File: src/rtl/tow_pkg.sv
// Shared types and constants for the tug-of-war player front end:
// move codes, press FSM states and the active-low 7-segment digit table.
package tow_pkg;

    typedef enum logic [2:0] {
        REST  = 3'b100,
        RIGHT = 3'b001,
        LEFT  = 3'b010
    } move_t;

    typedef enum logic {
        IDLE = 1'b0,
        HELD = 1'b1
    } press_state_t;

    // Segment order {g,f,e,d,c,b,a}, a lit segment is 0.
    localparam logic [6:0] SEG_DIGIT [0:7] = '{
        7'b1000000, 7'b1111001, 7'b0100100, 7'b0110000,
        7'b0011001, 7'b0010010, 7'b0000010, 7'b1111000
    };

endpackage

File: src/rtl/tow_score_cnt.sv
// Saturating 3-bit round-win counter with a registered 7-segment digit.
// The digit is loaded from the next count so it always matches the count.
module tow_score_cnt
    import tow_pkg::*;
#(
    parameter logic [2:0] SCORE_MAX = 3'd7
) (
    input  logic       clk,
    input  logic       rst_n,
    input  logic       clear,
    input  logic       inc,
    output logic [2:0] score,
    output logic [6:0] hex
);

    logic [2:0] cnt_q, cnt_d;
    logic [6:0] hex_q, hex_d;

    always_comb begin
        cnt_d = cnt_q;
        if (inc && (cnt_q != SCORE_MAX)) begin
            cnt_d = cnt_q + 3'd1;
        end
        hex_d = SEG_DIGIT[cnt_d];
    end

    always_ff @(posedge clk or negedge rst_n) begin
        if (!rst_n) begin
            cnt_q <= 3'd0;
            hex_q <= SEG_DIGIT[0];
        end else if (clear) begin
            cnt_q <= 3'd0;
            hex_q <= SEG_DIGIT[0];
        end else begin
            cnt_q <= cnt_d;
            hex_q <= hex_d;
        end
    end

    assign score = cnt_q;
    assign hex   = hex_q;

endmodule

File: src/rtl/tow_player_score.sv
// Tug-of-war player front end: key/press edge detection into move codes, per-side
// scores and digits. TOW_SYNC_EN selects a 2-flop key synchronizer instead of one register.
module tow_player_score
    import tow_pkg::*;
#(
    parameter logic [2:0] SCORE_MAX = 3'd7
) (
    input  logic       clk,
    input  logic       rst_n,
    input  logic       clear,
    input  logic       key_l_n,
    input  logic       press_r,
    input  logic       round_end,
    input  logic       winner_l,
    output logic [2:0] move,
    output logic [2:0] score_l,
    output logic [2:0] score_r,
    output logic [6:0] hex_l,
    output logic [6:0] hex_r,
    output logic       game_over
);

    logic key_l_s;

`ifdef TOW_SYNC_EN
    // Both stages reset to 1 so a reset never looks like a key press.
    logic [1:0] key_sync_q;

    always_ff @(posedge clk or negedge rst_n) begin
        if (!rst_n) begin
            key_sync_q <= 2'b11;
        end else if (clear) begin
            key_sync_q <= 2'b11;
        end else begin
            key_sync_q <= {key_sync_q[0], key_l_n};
        end
    end

    assign key_l_s = key_sync_q[1];
`else
    logic key_reg_q;

    always_ff @(posedge clk or negedge rst_n) begin
        if (!rst_n) begin
            key_reg_q <= 1'b1;
        end else if (clear) begin
            key_reg_q <= 1'b1;
        end else begin
            key_reg_q <= key_l_n;
        end
    end

    assign key_l_s = key_reg_q;
`endif

    logic         left_in, right_in;
    logic         l_pulse, r_pulse;
    press_state_t l_state_q, l_state_d;
    press_state_t r_state_q, r_state_d;

    assign left_in  = ~key_l_s;
    assign right_in = press_r;

    always_comb begin
        l_state_d = left_in ? HELD : IDLE;
        r_state_d = right_in ? HELD : IDLE;
        l_pulse   = (l_state_q == IDLE) && left_in;
        r_pulse   = (r_state_q == IDLE) && right_in;
    end

    always_ff @(posedge clk or negedge rst_n) begin
        if (!rst_n) begin
            l_state_q <= IDLE;
        end else if (clear) begin
            l_state_q <= IDLE;
        end else begin
            l_state_q <= l_state_d;
        end
    end

    always_ff @(posedge clk or negedge rst_n) begin
        if (!rst_n) begin
            r_state_q <= IDLE;
        end else if (clear) begin
            r_state_q <= IDLE;
        end else begin
            r_state_q <= r_state_d;
        end
    end

    // Simultaneous pulses cancel; round end and game over force the rope to rest.
    move_t move_q, move_d;

    always_comb begin
        move_d = REST;
        if (!(round_end || game_over)) begin
            if (l_pulse && !r_pulse) begin
                move_d = LEFT;
            end else if (r_pulse && !l_pulse) begin
                move_d = RIGHT;
            end
        end
    end

    always_ff @(posedge clk or negedge rst_n) begin
        if (!rst_n) begin
            move_q <= REST;
        end else if (clear) begin
            move_q <= REST;
        end else begin
            move_q <= move_d;
        end
    end

    assign move = move_q;

    logic inc_l, inc_r;

    assign game_over = (score_l == SCORE_MAX) || (score_r == SCORE_MAX);
    assign inc_l     = round_end && !game_over && winner_l;
    assign inc_r     = round_end && !game_over && !winner_l;

    tow_score_cnt #(.SCORE_MAX(SCORE_MAX)) u_score_l (
        .clk   (clk),
        .rst_n (rst_n),
        .clear (clear),
        .inc   (inc_l),
        .score (score_l),
        .hex   (hex_l)
    );

    tow_score_cnt #(.SCORE_MAX(SCORE_MAX)) u_score_r (
        .clk   (clk),
        .rst_n (rst_n),
        .clear (clear),
        .inc   (inc_r),
        .score (score_r),
        .hex   (hex_r)
    );

endmodule

File: config.mk
export PLATFORM = sky130hd
export DESIGN_NAME = tow_player_score
export DESIGN_NICKNAME = d
export VERILOG_FILES = /design/src/rtl/tow_pkg.sv /design/src/rtl/tow_score_cnt.sv /design/src/rtl/tow_player_score.sv
export SDC_FILE = /design/constraint.sdc
export NUM_CORES = 1
export LEC_CHECK = 0
export CAP_MARGIN = 10
export CORE_ASPECT_RATIO = 0.5
export CORE_MARGIN = 2
export CORE_UTILIZATION = 49
export CTS_CLUSTER_DIAMETER = 40
export CTS_CLUSTER_SIZE = 8
export DETAILED_ROUTE_END_ITERATION = 10
export PLACE_DENSITY_LB_ADDON = 0.12
export REMOVE_ABC_BUFFERS = 1
export SKIP_LAST_GASP = 1
export SYNTH_ARGS = -nofsm -noshare
export SYNTH_HDL_FRONTEND = slang
export SYNTH_SLANG_ARGS = --single-unit
File: constraint.sdc
create_clock -name clk -period 3.2 [get_ports clk]
set_input_delay 0.32 -clock clk [delete_from_list [all_inputs] [get_ports clk]]
set_output_delay 0.32 -clock clk [all_outputs]
set_load 0.02 [all_outputs]
* Word level (Yosys, flattened, before mapping)
Memories as Yosys holds them, arrays and structs flattened. Cells that the tools add are included.
Word-level totals: flip-flop bits (word level) 26, memory bits (read-only) 112, input port bits 7, output and inout port bits 24, word-level logic and storage cells 57, memories 2
Cells by class: $add $sub $neg 2, $lt $le $gt $ge 2, eq/ne operators 4, multiplexer cells 19, bitwise gates (word level) 5, reduce and logical (&&, ||, !) cells 15
Memories:
- (no name shown) | depth 8, width 7, rd ports 1, clocked after memory_dff 0, wr ports 0, line tow_score_cnt.sv:24 | hex_d = SEG_DIGIT[cnt_d];
- (no name shown) | depth 8, width 7, rd ports 1, clocked after memory_dff 0, wr ports 0, line tow_score_cnt.sv:24
Operator list (number):
- 7-bit two-way mux | 6
- 3-bit two-way mux | 8
- 1-bit logical AND | 9
- 4-bit greater-or-equal comparator, second input constant | 2
- 3-bit inverter with 4-bit output | 2
- 3-bit by 1-bit adder with 3-bit output, second input constant | 2
- 3-bit equality test, second input constant | 2
- 3-bit != test, second input constant | 2
- 1-bit two-way mux | 5
- 1-bit logical NOT | 4
- 1-bit inverter | 3
- 1-bit logical OR | 2

* Depth between registers and ports, before layout
depth in word-level cells 12, gate-level depth with buffers 10

* Hierarchy
Synthesis repeated with hierarchy kept, for this count alone.
Second synthesis, totals: cells, all modules 119, area, all modules 1345.0 um^2
Modules (own cells, without submodules):
- tow_score_cnt (u_score_l) | instances 1, cells each 46, area each 520.5 um^2, seq. area each 251.5 um^2
- tow_score_cnt (u_score_r) | instances 1, cells each 46, area each 514.2 um^2, seq. area each 251.5 um^2
- tow_player_score | instances 1, cells each 27, area each 310.3 um^2, seq. area each 152.6 um^2

* Worst setup path before layout
OpenSTA, ideal clock, no wires.
kind flip-flop to flip-flop, start reg u_score_r.cnt_q[0], in the netlist u_score_r.score[0], end reg u_score_l.hex_q[3], in the netlist u_score_l.hex[3], library setup time 101 ps, arrival time 2567 ps, required time 3099 ps, path slack 532 ps, stages on the path, launching flop included 11, path buffers 2, clock period less this slack 2668 ps, path through dfrtp_1 -> ha_1 -> ha_1 -> nor4bb_1 -> clkbuf_1 -> buf_4 -> xor2_1 -> ha_1 -> nor2_1 -> mux2_2 -> nor4_1
On the way: cells in the longest elaborated chain, start to end 12
RTL lines:
- start: declaration | line tow_score_cnt.sv:16 | logic [2:0] cnt_q, cnt_d;
- start signal: assignment | line tow_score_cnt.sv:35 | cnt_q <= cnt_d;
- 3-bit equality test | line tow_player_score.sv:119 | assign game_over = (score_l == SCORE_MAX) || (score_r == SCORE_MAX);
- 1-bit logical OR | line tow_player_score.sv:119
- 1-bit logical NOT | line tow_player_score.sv:120 | assign inc_l = round_end && !game_over && winner_l;
- 1-bit logical AND (2 in series) | line tow_player_score.sv:120
- 1-bit logical AND | line tow_score_cnt.sv:21 | if (inc && (cnt_q != SCORE_MAX)) begin
- 3-bit two-way mux | line tow_score_cnt.sv:21
- 3-bit inverter with 4-bit output (not written as such) | line tow_score_cnt.sv:24
- memory 8 x 7 bit
- 7-bit two-way mux (not written as such) (2 in series) | line tow_score_cnt.sv:24
- 7-bit two-way mux | line tow_score_cnt.sv:31 | end else if (clear) begin
- end signal: assignment | line tow_score_cnt.sv:30 | hex_q <= SEG_DIGIT[0];
- end signal: assignment | line tow_score_cnt.sv:33 | hex_q <= SEG_DIGIT[0];
- end: declaration | line tow_score_cnt.sv:17 | logic [6:0] hex_q, hex_d;
Every way passes these cells. The select of a mux whose other input is x is not followed.

* Final worst setup path
start reg u_score_l.cnt_q[0], in the netlist u_score_l.score[0], end reg u_score_r.hex_q[3], in the netlist u_score_r.hex[3]
On the way: cells in the longest elaborated chain, start to end 12
RTL lines:
- start: declaration | line tow_score_cnt.sv:16
- start signal: assignment | line tow_score_cnt.sv:35
- 3-bit equality test | line tow_player_score.sv:119
- 1-bit logical OR | line tow_player_score.sv:119
- 1-bit logical NOT | line tow_player_score.sv:121 | assign inc_r = round_end && !game_over && !winner_l;
- 1-bit logical AND (2 in series) | line tow_player_score.sv:121
- 1-bit logical AND | line tow_score_cnt.sv:21
- 3-bit two-way mux | line tow_score_cnt.sv:21
- 3-bit inverter with 4-bit output (not written as such) | line tow_score_cnt.sv:24
- memory 8 x 7 bit
- 7-bit two-way mux (not written as such) (2 in series) | line tow_score_cnt.sv:24
- 7-bit two-way mux | line tow_score_cnt.sv:31
- end signal: assignment | line tow_score_cnt.sv:30
- end signal: assignment | line tow_score_cnt.sv:33
- end: declaration | line tow_score_cnt.sv:17
Every way passes these cells. The select of a mux whose other input is x is not followed.

==> impl_metrics.env <==
export IMPL_drcViolationCount=0
export IMPL_grt_overflow=0
export IMPL_r2r_slack_ns=0.29
export IMPL_critPathMaxFanout=10
export IMPL_whs_ns=0.422
export IMPL_ys_ff_latch=26
export IMPL_worst_pin_slew_ns=0.863
export IMPL_hp_class="input pin to async pin"
export IMPL_io_buffers=30
export IMPL_start_util=0.520
export IMPL_cp_required_ns=3.40
export IMPL_synth_cells=117
export IMPL_cts_htree_levels=1
export IMPL_rsz0062_at_grt="false"
export IMPL_wirelength_um=2370
export IMPL_max_cap_violations=0
export IMPL_die_x_um=78.3
export IMPL_grt_max_degree=27
export IMPL_worst_clock_skew_ns=0.00573
export IMPL_powerDensity_nw_per_um2=395
export IMPL_cts_tree="done"
export IMPL_drt_iter0_drc=23
export IMPL_setup_viol=0
export IMPL_status="completed"
export IMPL_fill_cells=193
export IMPL_cp_common_cell="ha_1"
export IMPL_synthFlopType="dfrtp_1"
export IMPL_critPathLaunch="u_score_l.score[0]"
export IMPL_antenna_found_initial=0
export IMPL_postPlaceCellArea_um2=1710
export IMPL_core_um2=2600
export IMPL_hold_viol=0
export IMPL_syn_area_um2=1350
export IMPL_cp_endpoint="u_score_r.hex[3]"
export IMPL_dieArea_um2=3220
export IMPL_cts_resized=0
export IMPL_first_global_vias=845
export IMPL_pre_cts_slack_ns=0.308
export IMPL_clk_pin_slew_ns=0.09
export IMPL_routedWlPerCell_um=12.7
export IMPL_numCtsBuffers=3
export IMPL_grtUsageTotal=0.162
export IMPL_tns_ns=0
export IMPL_cts_hold_buf=0
export IMPL_crit_chain="ha_1 -> ha_1 -> nor4b_4 -> mux2i_1 -> inv_1 -> ha_1 -> or2_2 -> mux2i_1"
export IMPL_syn2layout_area_growth_pct=29.7
export IMPL_antenna_cells=0
export IMPL_min_period_over_period=0.910
export IMPL_synthArstFlopShare=1.00
export IMPL_p_leak_nw=0.819
export IMPL_avgSynthCellArea_um2=11.6
export IMPL_critPathArrivalTime_ns=3.11
export IMPL_maxSlewViolCount=0
export IMPL_ir_drop_uv=263
export IMPL_post_cts_buffers=0
export IMPL_design_area_um2=1750
export IMPL_yosysUniqueCellTypes=33
export IMPL_setup_ws_ns=0.290
export IMPL_ioPinCount=31
export IMPL_r2r_cells=8
export IMPL_via_count=956
export IMPL_slowest_delay_ns=0.56
export IMPL_grt_pass1_wl_um=3740
export IMPL_min_period_ns=2.91
export IMPL_clock_sinks=26
export IMPL_dieHeight_um=41.2
export IMPL_drive_above_1_share=0.154
export IMPL_dp_hpwl_um=1690
export IMPL_yosysSeqAreaShare=0.485
export IMPL_endpoint_kind="flop"
export IMPL_yosys_warnings=0
export IMPL_std_cell_rows=13
export IMPL_fin_total_pwr_mw=0.693
export IMPL_clock_path_buffers=2
export IMPL_slowest_stage="nor4b_4"
export IMPL_cts_root_buf="clkbuf_8"
export IMPL_viasPerCell=5.14
export IMPL_criticalPathCategory="flop to flop"
export IMPL_finalWeightedCongestion=0.773
export IMPL_reg2reg_to="u_score_r.hex[3]"
export IMPL_critPathLaunchType="flop"
export IMPL_max_freq_ghz=0.344
export IMPL_nets=170
export IMPL_r2r_start="u_score_l.score[0]"
export IMPL_synth_edf_count=0
export IMPL_slew_headroom=0.423
export IMPL_first_pass_iters=4
export IMPL_clock_latency_ns=0.27
export IMPL_final_antenna_net_count=0
## layer usage
layer,vias to the layer above,GRT usage,wire [µm]
li1,466,-,-
met1,460,0.196,1100
met2,30,0.284,1120
met3,0,0.0595,140
met4,0,0.0526,0
met5,-,0,0
## through the flow
step | utilization | cells
after floorplan | - | 111
after global placement | 0.657 | 182
after detailed placement | 0.657 | 182
after CTS | 0.674 | 186
after global routing | 0.674 | 186
final | 0.674 | 186
## layout make-up
class	count	area (µm²)	area share
Inverter	5	18.8	0.0107
Multi-Input combinational cell	80	658	0.375
Timing Repair Buffer	34	330	0.188
Tap cell	37	46.3	0.0264
Clock buffer	4	45.0	0.0257
Sequential cell	26	656	0.374
## synthesized netlist by cell type (5+ instances only)
cell       n  area share
clkbuf_1   5       0.014
dfrtp_1   22        0.41
ha_1      13        0.12
inv_1      5       0.014
mux2i_1    7       0.052
nand2b_1   5       0.023
nor2_1    11       0.031
## worst max-delay path, delay by kind of cell, from the launching register on
family,cells,cell delay (ns)
simple gates,2,0.85
mux,2,0.53
buf+inv,1,0.14
flops,1,0.52
fa+ha+maj,3,0.80
## sequential cells by signal (all words and copies together) (netlist names)
signal and flops:
u_score_l.score 3, u_score_r.hex 7, move 3, u_score_r.score 3, u_score_l.hex 7, l_state_q 1
r_state_q 1, key_l_s 1
## placed cells by master, fill, tap and decap left out, types with 5 or more instances in the layout
master            n
clkdlybuf4s50_1  30
nand2b_1          5
inv_1             5
dfrtp_1          22
ha_1             13
mux2i_1           7
nor2_1           11
## how the worst min path moves through the flow
| stage | start | endpoint |
|---|---|---|
| final | rst_n | u_score_r.hex[3] |
| after global routing | rst_n | u_score_r.hex[2] |
| after CTS | rst_n | u_score_r.hex[3] |
| after detailed placement | key_l_s | l_state_q |
| after global placement | key_l_s | l_state_q |
| after floorplan | rst_n | l_state_q |
## power by group
part / switching, mW / internal (mW)
clock: 0.0983 / 0.0890
combinational: 0.0766 / 0.0724
sequential: 0.00917 / 0.347
total: 0.184 / 0.509
## logic make-up after synthesis
group	synth area share
AOI/OAI and AO/OA	0.0620
xor gates and xnor gates	0.0259
adders and majority gates	0.120
buffers and inverters	0.0333
DFF	0.485
muxes	0.0851
and+or+nand+nor	0.189
Note: power is estimated with default switching activity, not from simulation.
